### src/rtl/spi_slave.sv
// spi_slave: SPI frame receiver/transmitter bridging a serial master to a RAM-style rx/tx word interface.
module spi_slave #(
    parameter int TX_TIMEOUT = 4
) (
    input  logic       clk,
    input  logic       rst_n,
    input  logic       SS_n,
    input  logic       MOSI,
    output logic       MISO,
    output logic [9:0] rx_data,
    output logic       rx_valid,
    input  logic [7:0] tx_data,
    input  logic       tx_valid
);
    localparam int WW = $clog2(TX_TIMEOUT + 1);

    typedef enum logic [2:0] {IDLE, CHK_CMD, WRITE, READ_ADD, READ_DATA, SEND, DONE} state_t;

    state_t        state, state_n;
    logic [8:0]    rx_shift;
    logic [3:0]    bit_cnt;
    logic [7:0]    tx_shift;
    logic [3:0]    tx_cnt;
    logic [WW-1:0] wait_cnt;
    logic          sending;
    logic          addr_flag;
    logic          abort;
    logic          tx_expire;
    logic          shift_end;

    assign abort     = state != IDLE && SS_n;
    assign tx_expire = state == SEND && !sending && !tx_valid && wait_cnt == WW'(TX_TIMEOUT - 1);
    assign shift_end = state == SEND && sending && tx_cnt == 4'd8;

    always_comb begin
        state_n = state;
        if (abort)
            state_n = IDLE;
        else
            case (state)
                IDLE:            state_n = SS_n ? IDLE : CHK_CMD;
                CHK_CMD:         state_n = !MOSI ? WRITE : addr_flag ? READ_DATA : READ_ADD;
                WRITE, READ_ADD: state_n = bit_cnt == 4'd8 ? DONE : state;
                READ_DATA:       state_n = bit_cnt == 4'd8 ? SEND : state;
                SEND:            state_n = (tx_expire || shift_end) ? DONE : SEND;
                default:         state_n = state;
            endcase
    end

    always_ff @(posedge clk or negedge rst_n) begin
        if (!rst_n) begin
            state     <= IDLE;
            rx_shift  <= '0;
            rx_data   <= '0;
            rx_valid  <= 1'b0;
            bit_cnt   <= '0;
            tx_shift  <= '0;
            tx_cnt    <= '0;
            wait_cnt  <= '0;
            sending   <= 1'b0;
            addr_flag <= 1'b0;
            MISO      <= 1'b0;
        end else begin
            state    <= state_n;
            rx_valid <= 1'b0;
            if (abort) begin
                rx_shift <= '0;
                bit_cnt  <= '0;
                tx_cnt   <= '0;
                wait_cnt <= '0;
                sending  <= 1'b0;
                MISO     <= 1'b0;
            end else
                case (state)
                    CHK_CMD: rx_shift <= {8'b0, MOSI};
                    WRITE, READ_ADD, READ_DATA: begin
                        rx_shift <= {rx_shift[7:0], MOSI};
                        bit_cnt  <= bit_cnt + 4'd1;
                        if (bit_cnt == 4'd8) begin
                            rx_data  <= {rx_shift, MOSI};
                            rx_valid <= 1'b1;
                            bit_cnt  <= '0;
                            wait_cnt <= '0;
                            addr_flag <= state == READ_ADD ? 1'b1 : state == READ_DATA ? 1'b0 : addr_flag;
                        end
                    end
                    SEND: begin
                        // MISO is registered, so the MSB goes out together with the load
                        if (!sending) begin
                            if (tx_valid) begin
                                tx_shift <= {tx_data[6:0], 1'b0};
                                MISO     <= tx_data[7];
                                sending  <= 1'b1;
                                tx_cnt   <= 4'd1;
                            end else
                                wait_cnt <= wait_cnt + 1'b1;
                        end else if (tx_cnt == 4'd8) begin
                            MISO    <= 1'b0;
                            sending <= 1'b0;
                            tx_cnt  <= '0;
                        end else begin
                            MISO     <= tx_shift[7];
                            tx_shift <= {tx_shift[6:0], 1'b0};
                            tx_cnt   <= tx_cnt + 4'd1;
                        end
                    end
                    default: begin
                        bit_cnt  <= '0;
                        tx_cnt   <= '0;
                        wait_cnt <= '0;
                        sending  <= 1'b0;
                        MISO     <= 1'b0;
                    end
                endcase
        end
    end
endmodule

### config.mk
export PLATFORM = sky130hd
export DESIGN_NAME = spi_slave
export DESIGN_NICKNAME = d
export VERILOG_FILES = /design/src/rtl/spi_slave.sv
export SDC_FILE = /design/constraint.sdc
export NUM_CORES = 1
export LEC_CHECK = 0
export ABC_AREA = 1
export CORE_MARGIN = 4
export CORE_UTILIZATION = 45
export CTS_BUF_LIST = sky130_fd_sc_hd__clkbuf_16
export DETAILED_ROUTE_END_ITERATION = 8
export PLACE_DENSITY = 0.62
export SKIP_CTS_REPAIR_TIMING = 1
export SYNTH_ARGS = -nofsm -noshare
export SYNTH_HDL_FRONTEND = slang
export SYNTH_SLANG_ARGS = --single-unit
### constraint.sdc
create_clock -name clk -period 1.81 [get_ports clk]
set_clock_uncertainty 0.15 [all_clocks]
set_input_delay 0.181 -clock clk [delete_from_list [all_inputs] [get_ports clk]]
set_output_delay 0.181 -clock clk [all_outputs]
set_load 0.05 [all_outputs]
==> summary.txt <==
STA
  • Setup violations, final: 0
  • Hold Fails Final Rpt: 0
  • Setup repair after global routing missed its margin: false
  • Worst slew margin: 0.671
  • Final-layout setup total negative slack: 0 ps
  • Max Transition Viols Final: 0
  • Fin crit period: roughly 1800 ps
  • Max Clock Freq: about 560 MHz
  • Slew at the pin closest to its max-slew limit: 492 ps
  • Final cycle utilization of the critical path: 0.978

Floorplan
  • Area enclosed by the die boundary: 6110 um2
  • Die width: just under 80 um
  • Boundary Pins: 25
  • Die Y: between 70 and 80 um
  • Initial standard-cell utilization of the core: 0.466
  • Floorplan Core Area: 4750 um2
  • FP Rows: 25

Clock network
  • Clock tree from TritonCTS: built
  • # clock sinks: 44
  • Clock latency of the later-clocked register in the worst-skew pair: 280 ps
  • Number of H-tree levels: 2
  • CTS buffer count: 5
  • Deepest clock path buffer count: 2
  • Clock transition at path regs: around 60 ps
  • Clk Tree Root Cell: sky130_fd_sc_hd__clkbuf_16

Placed design
  • Final weighted congestion in routability-driven placement: 0.837
  • Detailed-placement wirelength estimate: ~3000 um
  • Number of port buffers: 24

Logic synthesis
  • Flip-flop cell with the highest count after synthesis: sky130_fd_sc_hd__dfrtp_1
  • Seq/Total Area, Yosys: 0.497
  • Fraction of registers with async set/reset: 1.00
  • Synth top area cells: sky130_fd_sc_hd__dfrtp_1, sky130_fd_sc_hd__nand2_1, sky130_fd_sc_hd__inv_1
  • Area share of the largest cell type after synthesis: 0.497
  • Average footprint of a synthesized cell: ~9 um2
  • Synth Net Count: 266
  • Synth warn: 0
  • Post-synthesis cell type count: 28
  • Number of instances in the synthesized netlist: around 250
  • EDFF count, synth: 0
  • Cell area after technology mapping: between 2000 and 2500 um2
  • Area leader, netlist: sky130_fd_sc_hd__dfrtp_1
  • Number of storage elements in the synthesis netlist: 44

Setup path
  • Top delay family on crit path: buffers and inverters
  • Data required time of the worst path: around 1500 ps
  • Launch point of the worst path: rx_data[0]
  • Largest driver fanout on the critical path: 2
  • Nature of the critical path startpoint: flip-flop
  • Critical path buffers and inverters: 1
  • Delay of the slowest cell on the worst path: 810 ps
  • Critical path's slowest cell: sky130_fd_sc_hd__clkdlybuf4s50_1
  • Critical Path AT: about 1400 ps
  • Source of the worst register-to-register timing path: tx_cnt[0]
  • Cells traversed along the worst timing path: clkdlybuf4s50_1
  • Worst Setup End Kind: primary output
  • Worst Setup Path Type: reg -> out

Finish
  • Proportion of layout cells with a drive suffix above 1: 0.143
  • Count of inserted antenna diode cells: 0
  • Final layout net count: 298
  • Growth of design area from synthesis to finish: 22.7%
  • Count of fill cells added during filler insertion: ~450
  • Multi-input combinational cell area: between 900 and 1000 um2
  • Sequential cell area: about 1100 um2

Detailed routing
  • Pre-antenna DRT Iters: 5
  • DR iter-0 viols: 81
  • Number of routed nets with antenna violations: 0
  • Number of vias after detailed routing: around 1700
  • Drc violations: 0
  • Sum of routed wire length over all layers: 4090 um
  • Routed wire length per instance: 11.8 um
  • Vias per cell: between 4 and 5

Power and ir drop
  • Standby leakage power: about 1.3 nW
  • Power per unit of standard cell area: roughly 1200 nW/um2
  • Sequential share of power: 0.377
  • Proportion of total power due to net switching: 0.348
  • Highest ir drop seen on vdd: 0.000737 V
  • Clock group share of total power: 0.315
  • Power Total: 3.22 mW
  • Power share of the combinational group: 0.308
  • Net Switching: around 1.1 mW
  • Pint: roughly 2.1 mW

Outcome
  • Run status: completed

GRT
  • Pin count of the biggest net entering global routing: 27
  • First-pass GRT wire length: 7070 um
  • Number of antenna violations at the first check in global routing: 0
  • GRT overflow: 0
  • Vias in the first global route: between 1500 and 2000
  • Total track usage: 0.147

Worst hold path
  • Hold Crit Class: in -> async

Flow run
  • Number of maximum-capacitance constraint violations: 0
==> sequential cells by signal, indices dropped and copies added (netlist names) <==
| register | flops |
|---|---|
| MISO | 1 |
| addr_flag | 1 |
| bit_cnt | 4 |
| rx_data | 10 |
| rx_shift | 9 |
| rx_valid | 1 |
| sending | 1 |
| state | 3 |
| tx_cnt | 4 |
| tx_shift | 7 |
| wait_cnt | 3 |
==> logic make-up (layout without fill, tap and decap cells) <==
logic type,count (synthesis),in the layout,share of synthesized area
buffers and inverters,43,76,0.0869
XOR/XNOR,3,3,0.0119
flip-flops,44,44,0.497
adder cells (fa/ha/maj),6,6,0.0339
AO/OA/AOI/OAI,51,51,0.126
AND/OR/NAND/NOR,100,100,0.244
==> cell usage in the layout (no fill, tap or decap), types with 5 or more instances in the layout <==
master                            Yosys  layout
sky130_fd_sc_hd__clkdlybuf4s50_1      0      14
sky130_fd_sc_hd__o22ai_1              9       9
sky130_fd_sc_hd__dfrtp_1             44      44
sky130_fd_sc_hd__o211ai_1             5       5
sky130_fd_sc_hd__o21ai_1             12      12
sky130_fd_sc_hd__o21ai_0             22      22
sky130_fd_sc_hd__nand4_1              5       5
sky130_fd_sc_hd__nor2_1              13      13
sky130_fd_sc_hd__nand2_4              6       6
sky130_fd_sc_hd__nand3_1             14      14
sky130_fd_sc_hd__clkbuf_16            0       5
sky130_fd_sc_hd__inv_1               36      36
sky130_fd_sc_hd__nand2_1             50      50
sky130_fd_sc_hd__buf_4                0      12
sky130_fd_sc_hd__ha_1                 6       6
==> final timing paths <==
kind,slack [ps],cells after the start,endpoint
worst max-delay path,40,1,rx_data[0]
worst min-delay path,240,2,bit_cnt[2]
worst max register to register,190,8,tx_shift[2]
worst min register to register,330,2,wait_cnt[1]
max in group asynchronous,780,3,rx_shift[6]
min in group clk,320,3,tx_shift[1]
==> per-stage QoR <==
step / area (um2) / worst slack [ps] / util / cells / hold slack (ps)
after global placement: 2520 / 112 / 0.530 / 337 / 17.7
final: 2720 / 39.9 / 0.572 / 347 / 238
after detailed placement: 2520 / 59.2 / 0.530 / 337 / 20.7
after CTS: 2690 / 32.8 / 0.566 / 345 / -281
after global routing: 2720 / 9.25 / 0.572 / 347 / 283
after floorplan: 2220 / 323 / - / 247 / -265
==> cell usage after synthesis (4+ instances only) <==
cell type                  number
sky130_fd_sc_hd__o21ai_0       22
sky130_fd_sc_hd__o22ai_1        9
sky130_fd_sc_hd__nor2_1        13
sky130_fd_sc_hd__ha_1           6
sky130_fd_sc_hd__inv_1         36
sky130_fd_sc_hd__nand2_4        6
sky130_fd_sc_hd__nand3_1       14
sky130_fd_sc_hd__dfrtp_1       44
sky130_fd_sc_hd__nand2_1       50
sky130_fd_sc_hd__buf_6          4
sky130_fd_sc_hd__o211ai_1       5
sky130_fd_sc_hd__o21ai_1       12
sky130_fd_sc_hd__nand4_1        5
==> layer usage <==
| metal | vias up | part of all wire | GRT usage | routed length [um] |
|---|---|---|---|---|
| li1 | 873 | - | - | - |
| met1 | 759 | 0.51 | 0.207 | 2100 |
| met2 | 26 | 0.42 | 0.213 | 1720 |
| met3 | 6 | 0.048 | 0.0401 | 197 |
| met4 | 0 | 0.016 | 0.0577 | 65 |
| met5 | - | 0 | 0 | 0 |
==> final cells by class <==
type / count / share of cell area
Inverter: 37 / 0.0511
Clock inverter: 3 / 0.0156
Multi-Input combinational cell: 160 / 0.339
Tap cell: 67 / 0.0308
Timing Repair Buffer: 31 / 0.112
Sequential cell: 44 / 0.405
Clock buffer: 5 / 0.0460
==> power by group through the flow <==
stage / combinational, mW / sequential [mW] / clock (mW)
final: 0.992 / 1.22 / 1.02
after detailed placement: 1.00 / 1.23 / 0
after global placement: 0.989 / 1.23 / 0
after floorplan: 0.786 / 1.22 / 0
after CTS: 1.00 / 1.22 / 1.04
after global routing: 1.13 / 1.23 / 1.09
Power figures use the tool's default switching activity.
